==> config.mk <==
export PLATFORM = sky130hd
export DESIGN_NAME = ptw_axi_reader
export DESIGN_NICKNAME = d
export VERILOG_FILES = /design/src/rtl/ptw_axi_reader_pkg.sv /design/src/rtl/ptw_axi_reader.sv
export SDC_FILE = /design/constraint.sdc
export NUM_CORES = 1
export LEC_CHECK = 0
export BUFFER_PORTS_ARGS = -buffer_cell sky130_fd_sc_hd__buf_2
export CORE_AREA = 2 2 114 116
export DETAILED_ROUTE_END_ITERATION = 7
export DIE_AREA = 0 0 116 118
export PLACE_DENSITY = 0.8
export SLEW_MARGIN = 5
export SYNTH_ARGS = -nofsm -noshare
export SYNTH_HDL_FRONTEND = slang
export SYNTH_SLANG_ARGS = --single-unit
==> constraint.sdc <==
create_clock -name i_clk -period 2.2 [get_ports i_clk]
set_input_delay 0.11 -clock i_clk [delete_from_list [all_inputs] [get_ports i_clk]]
set_output_delay 0.11 -clock i_clk [all_outputs]
set_load 0.05 [all_outputs]
==> src/rtl/ptw_axi_reader_pkg.sv <==
// rtl/ptw_axi_reader_pkg.sv - shared types and AXI constants for the PTE reader
// Purpose: state encoding, AXI burst/resp/prot constants, PTE width and the
//          ARSIZE helper used by ptw_axi_reader.
// Ports:   none (package).
package ptw_axi_reader_pkg;

   typedef enum logic [1:0] {
      ST_IDLE  = 2'd0,
      ST_ADDR  = 2'd1,
      ST_DATA  = 2'd2,
      ST_DRAIN = 2'd3
   } ptw_state_t;

   localparam logic [1:0] AXI_BURST_INCR  = 2'b01;
   localparam logic [1:0] AXI_RESP_SLVERR = 2'b10;
   localparam logic [1:0] AXI_RESP_DECERR = 2'b11;

   // Privileged, secure, data access.
   localparam logic [2:0] AXI_PROT_PTW = 3'b001;

   localparam int PTE_WIDTH = 64;

   // ARSIZE encoding for a single beat of data_width bits.
   function automatic logic [2:0] axi_size(input int data_width);
      return 3'($clog2(data_width / 8));
   endfunction

endpackage

==> src/rtl/ptw_axi_reader.sv <==
// rtl/ptw_axi_reader.sv - single-outstanding AXI4 reader for page-table entries
// Purpose: turns a one-cycle PTE read request from the TLB walker into one
//          single-beat AXI4 read, returns the entry (or an access fault) as a
//          one-cycle response, supports abort and an R-channel timeout.
// Ports:   i_clk/i_rstn          clock, synchronous active-low reset
//          i_req_valid/i_req_addr request pulse and PTE physical address
//          i_abort               flush/cancel of the outstanding read
//          o_resp_valid/_data/_err response pulse, PTE, fault flag
//          o_busy                high whenever not idle
//          o_m_axi_ar*/i_m_axi_arready  AXI4 read-address channel
//          i_m_axi_r*/o_m_axi_rready    AXI4 read-data channel
module ptw_axi_reader
   import ptw_axi_reader_pkg::*;
#(
   parameter int ADDR_WIDTH     = 64,
   parameter int DATA_WIDTH     = PTE_WIDTH,
   parameter int ID_WIDTH       = 4,
   parameter int AXI_ID         = 0,
   parameter int TIMEOUT_CYCLES = 1024
) (
   input  logic                  i_clk,
   input  logic                  i_rstn,
   input  logic                  i_req_valid,
   input  logic [ADDR_WIDTH-1:0] i_req_addr,
   input  logic                  i_abort,
   output logic                  o_resp_valid,
   output logic [DATA_WIDTH-1:0] o_resp_data,
   output logic                  o_resp_err,
   output logic                  o_busy,
   output logic                  o_m_axi_arvalid,
   input  logic                  i_m_axi_arready,
   output logic [ADDR_WIDTH-1:0] o_m_axi_araddr,
   output logic [ID_WIDTH-1:0]   o_m_axi_arid,
   output logic [7:0]            o_m_axi_arlen,
   output logic [2:0]            o_m_axi_arsize,
   output logic [1:0]            o_m_axi_arburst,
   output logic [2:0]            o_m_axi_arprot,
   input  logic                  i_m_axi_rvalid,
   output logic                  o_m_axi_rready,
   input  logic [DATA_WIDTH-1:0] i_m_axi_rdata,
   input  logic [1:0]            i_m_axi_rresp,
   input  logic                  i_m_axi_rlast,
   input  logic [ID_WIDTH-1:0]   i_m_axi_rid
);

   localparam int             CW      = $clog2(TIMEOUT_CYCLES + 1);
   localparam logic [CW-1:0]  TO_LAST = CW'(TIMEOUT_CYCLES - 1);
   localparam logic [ID_WIDTH-1:0] W_ID = ID_WIDTH'(AXI_ID);

   ptw_state_t            r_state, w_state_nxt;
   logic [ADDR_WIDTH-1:0] r_araddr;
   logic                  r_abort_seen, w_abort_seen_nxt;
   logic [CW-1:0]         r_cnt, w_cnt_nxt;
   logic                  r_resp_valid, r_resp_err;
   logic [DATA_WIDTH-1:0] r_resp_data;

   logic                  w_latch_addr;
   logic                  w_resp_fire;
   logic                  w_resp_err_nxt;
   logic [DATA_WIDTH-1:0] w_resp_data_nxt;
   logic                  w_beat_err;
   logic [ADDR_WIDTH-1:0] w_req_addr_aligned;

   // PTEs are 8-byte aligned; low address bits are ignored.
   assign w_req_addr_aligned = i_req_addr & ~ADDR_WIDTH'(3'b111);

   // A beat is faulty on SLVERR/DECERR, a foreign ID, or a non-final beat.
   assign w_beat_err = (i_m_axi_rresp == AXI_RESP_SLVERR) ||
                       (i_m_axi_rresp == AXI_RESP_DECERR) ||
                       (i_m_axi_rid != W_ID) || !i_m_axi_rlast;

   always_comb begin
      w_state_nxt      = r_state;
      w_abort_seen_nxt = r_abort_seen;
      w_cnt_nxt        = r_cnt;
      w_latch_addr     = 1'b0;
      w_resp_fire      = 1'b0;
      w_resp_err_nxt   = 1'b0;
      w_resp_data_nxt  = '0;
      case (r_state)
         ST_IDLE: begin
            w_abort_seen_nxt = 1'b0;
            if (i_req_valid) begin
               w_latch_addr = 1'b1;
               w_state_nxt  = ST_ADDR;
            end
         end
         ST_ADDR: begin
            // ARVALID must stay up until accepted, so an abort is only
            // remembered here and acted on after the handshake.
            if (i_abort) w_abort_seen_nxt = 1'b1;
            if (i_m_axi_arready) begin
               w_cnt_nxt        = '0;
               w_abort_seen_nxt = 1'b0;
               w_state_nxt      = (i_abort || r_abort_seen) ? ST_DRAIN : ST_DATA;
            end
         end
         ST_DATA: begin
            if (i_m_axi_rvalid) begin
               w_state_nxt = ST_IDLE;
               if (!i_abort) begin
                  w_resp_fire     = 1'b1;
                  w_resp_data_nxt = i_m_axi_rdata;
                  w_resp_err_nxt  = w_beat_err;
               end
            end else if (i_abort) begin
               w_state_nxt = ST_DRAIN;
            end else if (r_cnt == TO_LAST) begin
               // Report the fault now but still swallow the late beat.
               w_resp_fire    = 1'b1;
               w_resp_err_nxt = 1'b1;
               w_state_nxt    = ST_DRAIN;
            end else begin
               w_cnt_nxt = r_cnt + 1'b1;
            end
         end
         ST_DRAIN: begin
            if (i_m_axi_rvalid) w_state_nxt = ST_IDLE;
         end
         default: w_state_nxt = ST_IDLE;
      endcase
   end

   always_ff @(posedge i_clk) begin
      if (!i_rstn) begin
         r_state      <= ST_IDLE;
         r_araddr     <= '0;
         r_abort_seen <= 1'b0;
         r_cnt        <= '0;
         r_resp_valid <= 1'b0;
         r_resp_err   <= 1'b0;
         r_resp_data  <= '0;
      end else begin
         r_state      <= w_state_nxt;
         r_abort_seen <= w_abort_seen_nxt;
         r_cnt        <= w_cnt_nxt;
         r_resp_valid <= w_resp_fire;
         if (w_latch_addr) r_araddr <= w_req_addr_aligned;
         if (w_resp_fire) begin
            r_resp_err  <= w_resp_err_nxt;
            r_resp_data <= w_resp_data_nxt;
         end
      end
   end

   assign o_busy          = (r_state != ST_IDLE);
   assign o_m_axi_arvalid = (r_state == ST_ADDR);
   assign o_m_axi_rready  = (r_state == ST_DATA) || (r_state == ST_DRAIN);
   assign o_m_axi_araddr  = r_araddr;
   assign o_m_axi_arid    = W_ID;
   assign o_m_axi_arlen   = 8'd0;
   assign o_m_axi_arsize  = axi_size(DATA_WIDTH);
   assign o_m_axi_arburst = AXI_BURST_INCR;
   assign o_m_axi_arprot  = AXI_PROT_PTW;
   assign o_resp_valid    = r_resp_valid;
   assign o_resp_err      = r_resp_err;
   assign o_resp_data     = r_resp_data;

endmodule

==> results.cfg, run 1 <==
[placement]
pre_cts_ws_ns = 0.226
port_buffers = 266
gp_congestion = 0.820
postPlaceCellArea_um2 = 6470
place.detailed.hpwl_um = 10100
placedCellCount = 946

[sta]
fin_setup_tns_ns = 0
final_period_minus_worst_setup_slack_ns = 2.03
maxSlewHeadroom = 0.545
min_period_over_period = 0.921
post-route-worst-setup-slack_ns = 0.173
measured_slew_at_the_worst_slew_check_pin_ns = 0.683
total_count_of_hold_check_failures_in_the_final_report = 0
fmax_mhz = 493
setup_repair_after_global_routing_missed_its_margin = no
clock-skew-final_ns = 0.00826
hold_slack_ns = 0.0784
finalMaxSlewViolations = 0
timing.final.setup_violations = 0

[floorplanning]
area_enclosed_by_the_die_boundary_um2 = 13700
fp-row-count = 41
dieWidth_um = 116
start_util = 0.411
fp.coreArea_um2 = 12400
io-pin-count = 294
die_height_um = 118

[logic_synthesis]
synth_warnings = 0
synthDistinctLibCells = 45
synth_cells = 546
compound_gate_fraction_of_synth_area = 0.224
synth_seq_cells = 141
yosys.area_share.simple = 0.144
synth_commonest_cells = dfxtp_1 (141), nand2_1 (131), a21oi_1 (66), a22o_1 (64), clkbuf_1 (31)
synthAdderAreaFrac = 0.00245
synthesis.area_per_instance_um2 = 9.34
largest_area_contributor_in_the_synthesized_netlist = dfxtp_1
dominantRegCellSynth = dfxtp_1
synth_edf_count = 0
synth_top_family_by_area = compound AO/OA/AOI/OAI gates
synth.area.mux_share = 0.00393
postSynth.asyncResetShare = 0
sequential_element_share_of_the_synthesized_area = 0.554
yosys.area.top_type_share = 0.554
mappedNetlistArea_um2 = 5100
synth_xor_xnor_area_share = 0
yosysMostFrequentCell = dfxtp_1
netlist_top_cells_area = dfxtp_1 (55%), a22o_1 (11%), nand2_1 (9.6%)

[layout]
layout.nets = 1061
final_area_um2 = 8350
area.growth.synth_to_final_pct = 63.8
layoutNonFillerInstCount = 1107
post-route-util = 0.673
final_layout_size_suffix_gt1_frac = 0.335

[setup_path]
worst_path_cell_with_the_longest_stage_delay = o31ai_2
critical_path.cell_chain = ha_1, nand3_1, o31ai_2, a21oi_4, buf_12, a22o_1
critical_path.endpoint_type = register
worst-setup-path-type = register to register
slowest_delay_ns = 0.44
worst-endpoint-required_ns = 2.49
path_max_fanout = 64
cp-start-kind = register
timing.critical_path.arrival_ns = 2.32
worstRegToRegCells = 6

[cts]
clk_transition_reported_paths_ns = 0.06
max-clock-path-buffers = 2
cts_tree = done
cts_setup_buffers = 0
htree_levels = 4
clkLatencyLatePin_ns = 0.42
cts_buffers = 17
clockRootBuffer = clkbuf_16
cts_sinks = 141

[route]
routed-wl-met2_um = 9090
drt.antenna.violating_nets = 0
detailedRoute.firstIterationViolations = 621
first_pass_iteration_count_of_the_detailed_router = 5
wirelength_um = 18400
number_of_vias_per_cell_after_detailed_routing = 4.97
wl_met1_um = 6880
wl_per_cell_um = 16.6
detailroute.via_count = 5505
met3_wirelength_from_detailed_routing_um = 1890
drc_errors = 0
top_layer_used_by_detailed_routing = met4

[hold_path]
hold_path_depth = 2
hold_path_class = primary input to register

[global_route]
grt_overflow = 0
antenna_found_initial = 2
wire_length_of_the_first_global_routing_pass_um = 28200
grt_max_degree = 66
groute.usage.overall = 0.262
grt_pass1_vias = 5603

[power_and_ir_drop]
power.ir.vdd_worst_v = 0.000703
leakage_power_total_nw = 3.94
totalPowerFinal_mw = 7.19
power_density_nw_per_um2 = 861

[flow_run]
cap_violations = 0

[run_status]
outcome = finished clean
## logic make-up after synthesis
logic type                 after synthesis
buffers and inverters                   70
DFF                                    141
adders and majority gates                1
AOI/OAI and AO/OA                      162
other                                    2
and+or+nand+nor                        168
muxes                                    2
## registers in the layout (all words and copies together), names as in the netlist
signal          flops
r_cnt              11
o_m_axi_araddr     61
o_resp_valid        1
r_state             2
o_resp_err          1
o_resp_data        64
r_abort_seen        1
## placed cells by master (no fill, tap or decap), types with 2 or more instances in the layout
cell type / synthesis / routed
buf_2: 8 / 266
dfxtp_1: 141 / 141
nand2_1: 131 / 130
dlygate4sd3_1: 0 / 126
a21oi_1: 66 / 66
a22o_1: 64 / 64
conb_1: 2 / 23
clkbuf_16: 0 / 17
o311ai_0: 8 / 8
nor2_1: 7 / 7
o31ai_1: 6 / 6
nand3_1: 5 / 5
o21ai_0: 5 / 5
inv_6: 0 / 5
inv_1: 4 / 4
diode_2: 0 / 3
nand3b_1: 3 / 3
nor4_1: 3 / 3
and2_1: 4 / 3
and3_1: 3 / 3
a31oi_1: 3 / 3
bufinv_16: 0 / 3
clkinv_4: 0 / 3
buf_12: 0 / 3
buf_4: 24 / 3
mux2i_1: 2 / 2
clkinvlp_4: 0 / 2
clkinv_2: 0 / 2
## where the power goes
| part | switching, mW | leakage [nW] | internal (mW) | total [mW] |
|---|---|---|---|---|
| Combinational | 1.00 | 2.50 | 0.460 | 1.46 |
| Sequential | 0.0832 | 1.15 | 2.69 | 2.77 |
| Clock | 1.16 | 0.295 | 1.80 | 2.96 |
| Total | 2.24 | 3.94 | 4.95 | 7.19 |
## cell type report
class	count	area [um2]
repair buffers	398	2680
clock inverters	15	185
diodes	3	7.51
flip-flops and latches	141	2820
fillers	883	4060
multi-input cells	356	2000
clock buffers	17	425
inverters	5	18.8
well taps	172	215
## critical path, delay by kind of cell, from the launching register on
kind | cells | cell delay (ns)
adder cells (fa/ha/maj) | 1 | 0.23
AO/OA/AOI/OAI | 3 | 0.85
flip-flops | 1 | 0.38
AND/OR/NAND/NOR | 1 | 0.22
buffers and inverters | 1 | 0.19
## timing repair
action,in CTS,in global routing
hold buffers,126,0
hold endpoints to repair,127,0
resized for setup,0,0
## routing by layer
metal	GRT usage	vias up
met2	0.446	319
met1	0.291	2524
met3	0.0958	44
met5	0	-
li1	-	2618
met4	0.109	0
## path summary, 6_finish.rpt
kind / from / to / slack [ns]
min reg2reg: o_m_axi_araddr[53] / o_m_axi_araddr[53] / 0.45
max reg2reg: r_cnt[0] / o_resp_data[33] / 0.17
max: r_cnt[0] / o_resp_data[33] / 0.17
min: i_rstn / r_cnt[10] / 0.08
Note: power is estimated with default switching activity, not from simulation.
==> inputs of run 2 (changes only) <==
--- a/config.mk
+++ b/config.mk
@@ -10,6 +10,7 @@
 export DETAILED_ROUTE_END_ITERATION = 7
 export DIE_AREA = 0 0 116 118
 export PLACE_DENSITY = 0.8
+export SETUP_SLACK_MARGIN = 0.3
 export SLEW_MARGIN = 5
 export SYNTH_ARGS = -nofsm -noshare
 export SYNTH_HDL_FRONTEND = slang
==> run 2 against run 1 <==
Global-route usage is 0.064 points higher. Die area is the same. Final area is 0.19% higher. Combinational power barely moved. Sequential power barely moved. Worst hold slack gained 0.0016 ns. Largest cell class unchanged. Register-to-register slack better by 0.22 ns. Routed wire length decreased by 0.38%. Sequential share of layout area down 0.051 points. Fmax rose by 12%.
==> results.cfg, run 2 (same netlist as run 1, synthesis figures left out) <==
[layout]
largest_register_ffs = 64
final_layout_size_suffix_gt1_frac = 0.338
layout_common_cells = buf_2 (266), dfxtp_1 (140), nand2_1 (130)
layout_commonest_cell = buf_2
layout.nets = 1061
area.growth.synth_to_final_pct = 64.2
fillerInstances = 884

[route]
routed-wl-met2_um = 9040
first_pass_iteration_count_of_the_detailed_router = 5
top_layer_used_by_detailed_routing = met4
detailroute.via_count = 5525
wl_met1_um = 6910
detailedRoute.firstIterationViolations = 599
drt.antenna.violating_nets = 0
drc_errors = 0
number_of_vias_per_cell_after_detailed_routing = 5.00
wirelength_um = 18300
met3_wirelength_from_detailed_routing_um = 1820
wl_per_cell_um = 16.6

[floorplanning]
fp.coreArea_um2 = 12400
fp-row-count = 41
die_height_um = 118
start_util = 0.411
io-pin-count = 294
area_enclosed_by_the_die_boundary_um2 = 13700
dieWidth_um = 116

[power_and_ir_drop]
sequentialPowerShare = 0.385
power.share.clock = 0.411
leakage_power_total_nw = 3.94
power.ir.vdd_worst_v = 0.000705
netSwitchingFraction = 0.311
power_density_nw_per_um2 = 859
p_switching_mw = 2.24
cell_internal_pwr_mw = 4.95
pwr-share-comb = 0.204

[cts]
max-clock-path-buffers = 2
htree_levels = 4
clk_transition_reported_paths_ns = 0.06
cts_buffers = 17
cts_tree = done
clkLatencyLatePin_ns = 0.42
cts_sinks = 141
clockRootBuffer = clkbuf_16

[placement]
place.detailed.hpwl_um = 10100
port_buffers = 266
pre_cts_ws_ns = 0.226
gp_congestion = 0.820

[sta]
timing.final.setup_violations = 0
fmax_mhz = 552
post-route-worst-setup-slack_ns = 0.389
total_count_of_hold_check_failures_in_the_final_report = 0
fin_setup_tns_ns = 0
measured_slew_at_the_worst_slew_check_pin_ns = 0.683
maxSlewHeadroom = 0.545
clock-skew-final_ns = 0.0106
setup_repair_after_global_routing_missed_its_margin = no
min_period_over_period = 0.823
finalMaxSlewViolations = 0
final_period_minus_worst_setup_slack_ns = 1.81

[run_status]
outcome = finished clean

[setup_path]
worst_path_cell_with_the_longest_stage_delay = dfxtp_1
timing.critical_path.arrival_ns = 2.10
critical_path.cell_chain = nand4_1, o31ai_4, a21oi_4, buf_12, a22o_1
path_max_fanout = 64
worst-endpoint-required_ns = 2.49
worst-setup-path-type = register to register
critical_path.endpoint_type = register
slowest_delay_ns = 0.42
cp-start-kind = register

[global_route]
groute.usage.overall = 0.262
grt_max_degree = 66
wire_length_of_the_first_global_routing_pass_um = 28300
grt_pass1_vias = 5616
grt_overflow = 0
antenna_found_initial = 2

[hold_path]
hold_path_class = primary input to register

[flow_run]
cap_violations = 0
## run 2: changes by cell type in the layout (fill, tap and decap cells not counted), sizes merged
cell / before / now
diode: 3 / 2
## run 2: worst paths after layout
| kind | startpoint | end | slack (ns) | cells after the start |
|---|---|---|---|---|
| hold reg to reg | o_m_axi_araddr[53] | o_m_axi_araddr[53] | 0.45 | 2 |
| setup / recovery | r_cnt[6] | o_resp_data[33] | 0.39 | 5 |
| hold / removal | i_rstn | r_cnt[10] | 0.08 | 2 |
| setup reg to reg | r_cnt[6] | o_resp_data[33] | 0.39 | 5 |
## run 2: metal layers
| metal | vias up | track usage |
|---|---|---|
| met5 | - | 0 |
| met4 | 0 | 0.109 |
| met3 | 48 | 0.0958 |
| met2 | 316 | 0.446 |
| met1 | 2539 | 0.293 |
| li1 | 2622 | - |
## run 2: cell type report
class,instances,area [um2],area share
inverter,5,18.8,0.00224
antenna,2,5.00,0.000598
tap,172,215,0.0257
multi-input combinational,356,2020,0.241
sequential,141,2820,0.337
clock buffer,17,425,0.0508
clock inverter,15,185,0.0221
timing repair buffer,398,2680,0.320
## run 2: power groups by stage
stage                     sequential (mW)  clock [mW]  combinational (mW)
final                                2.77        2.95                1.47
after global routing                 2.78        3.12                1.56
after CTS                            2.76        3.00                1.43
after detailed placement             2.81           0                1.25
after global placement               2.81           0                1.24
after floorplan                      3.23           0               0.514
## run 2: critical path, delay by kind of cell, from the launching register on
| kind | cells | cell delay [ns] |
|---|---|---|
| flops | 1 | 0.42 |
| simple gates | 1 | 0.28 |
| buf+inv | 1 | 0.20 |
| compound gates | 3 | 0.76 |
## run 2: per-stage QoR
step	total power, mW	instances	utilization	cell area [um2]	hold slack, ns
2_1_floorplan	3.74	567	-	5180	0.236
3_3_place_gp	4.05	946	0.521	6470	0.319
3_5_place_dp	4.06	946	0.521	6470	0.322
4_1_cts	7.19	1104	0.673	8360	0.0560
5_1_grt	7.45	1106	0.674	8370	0.0837
6_report	7.19	1106	0.674	8370	0.0800
## run 2: what timing repair did
action                                  in CTS  in global routing
endpoints found under the setup margin      65                 69
resized for setup                            3                  4
endpoints found under the hold margin      127                  0
pin swaps                                    0                  1
hold buffers                               126                  0
setup buffers                                0                  0
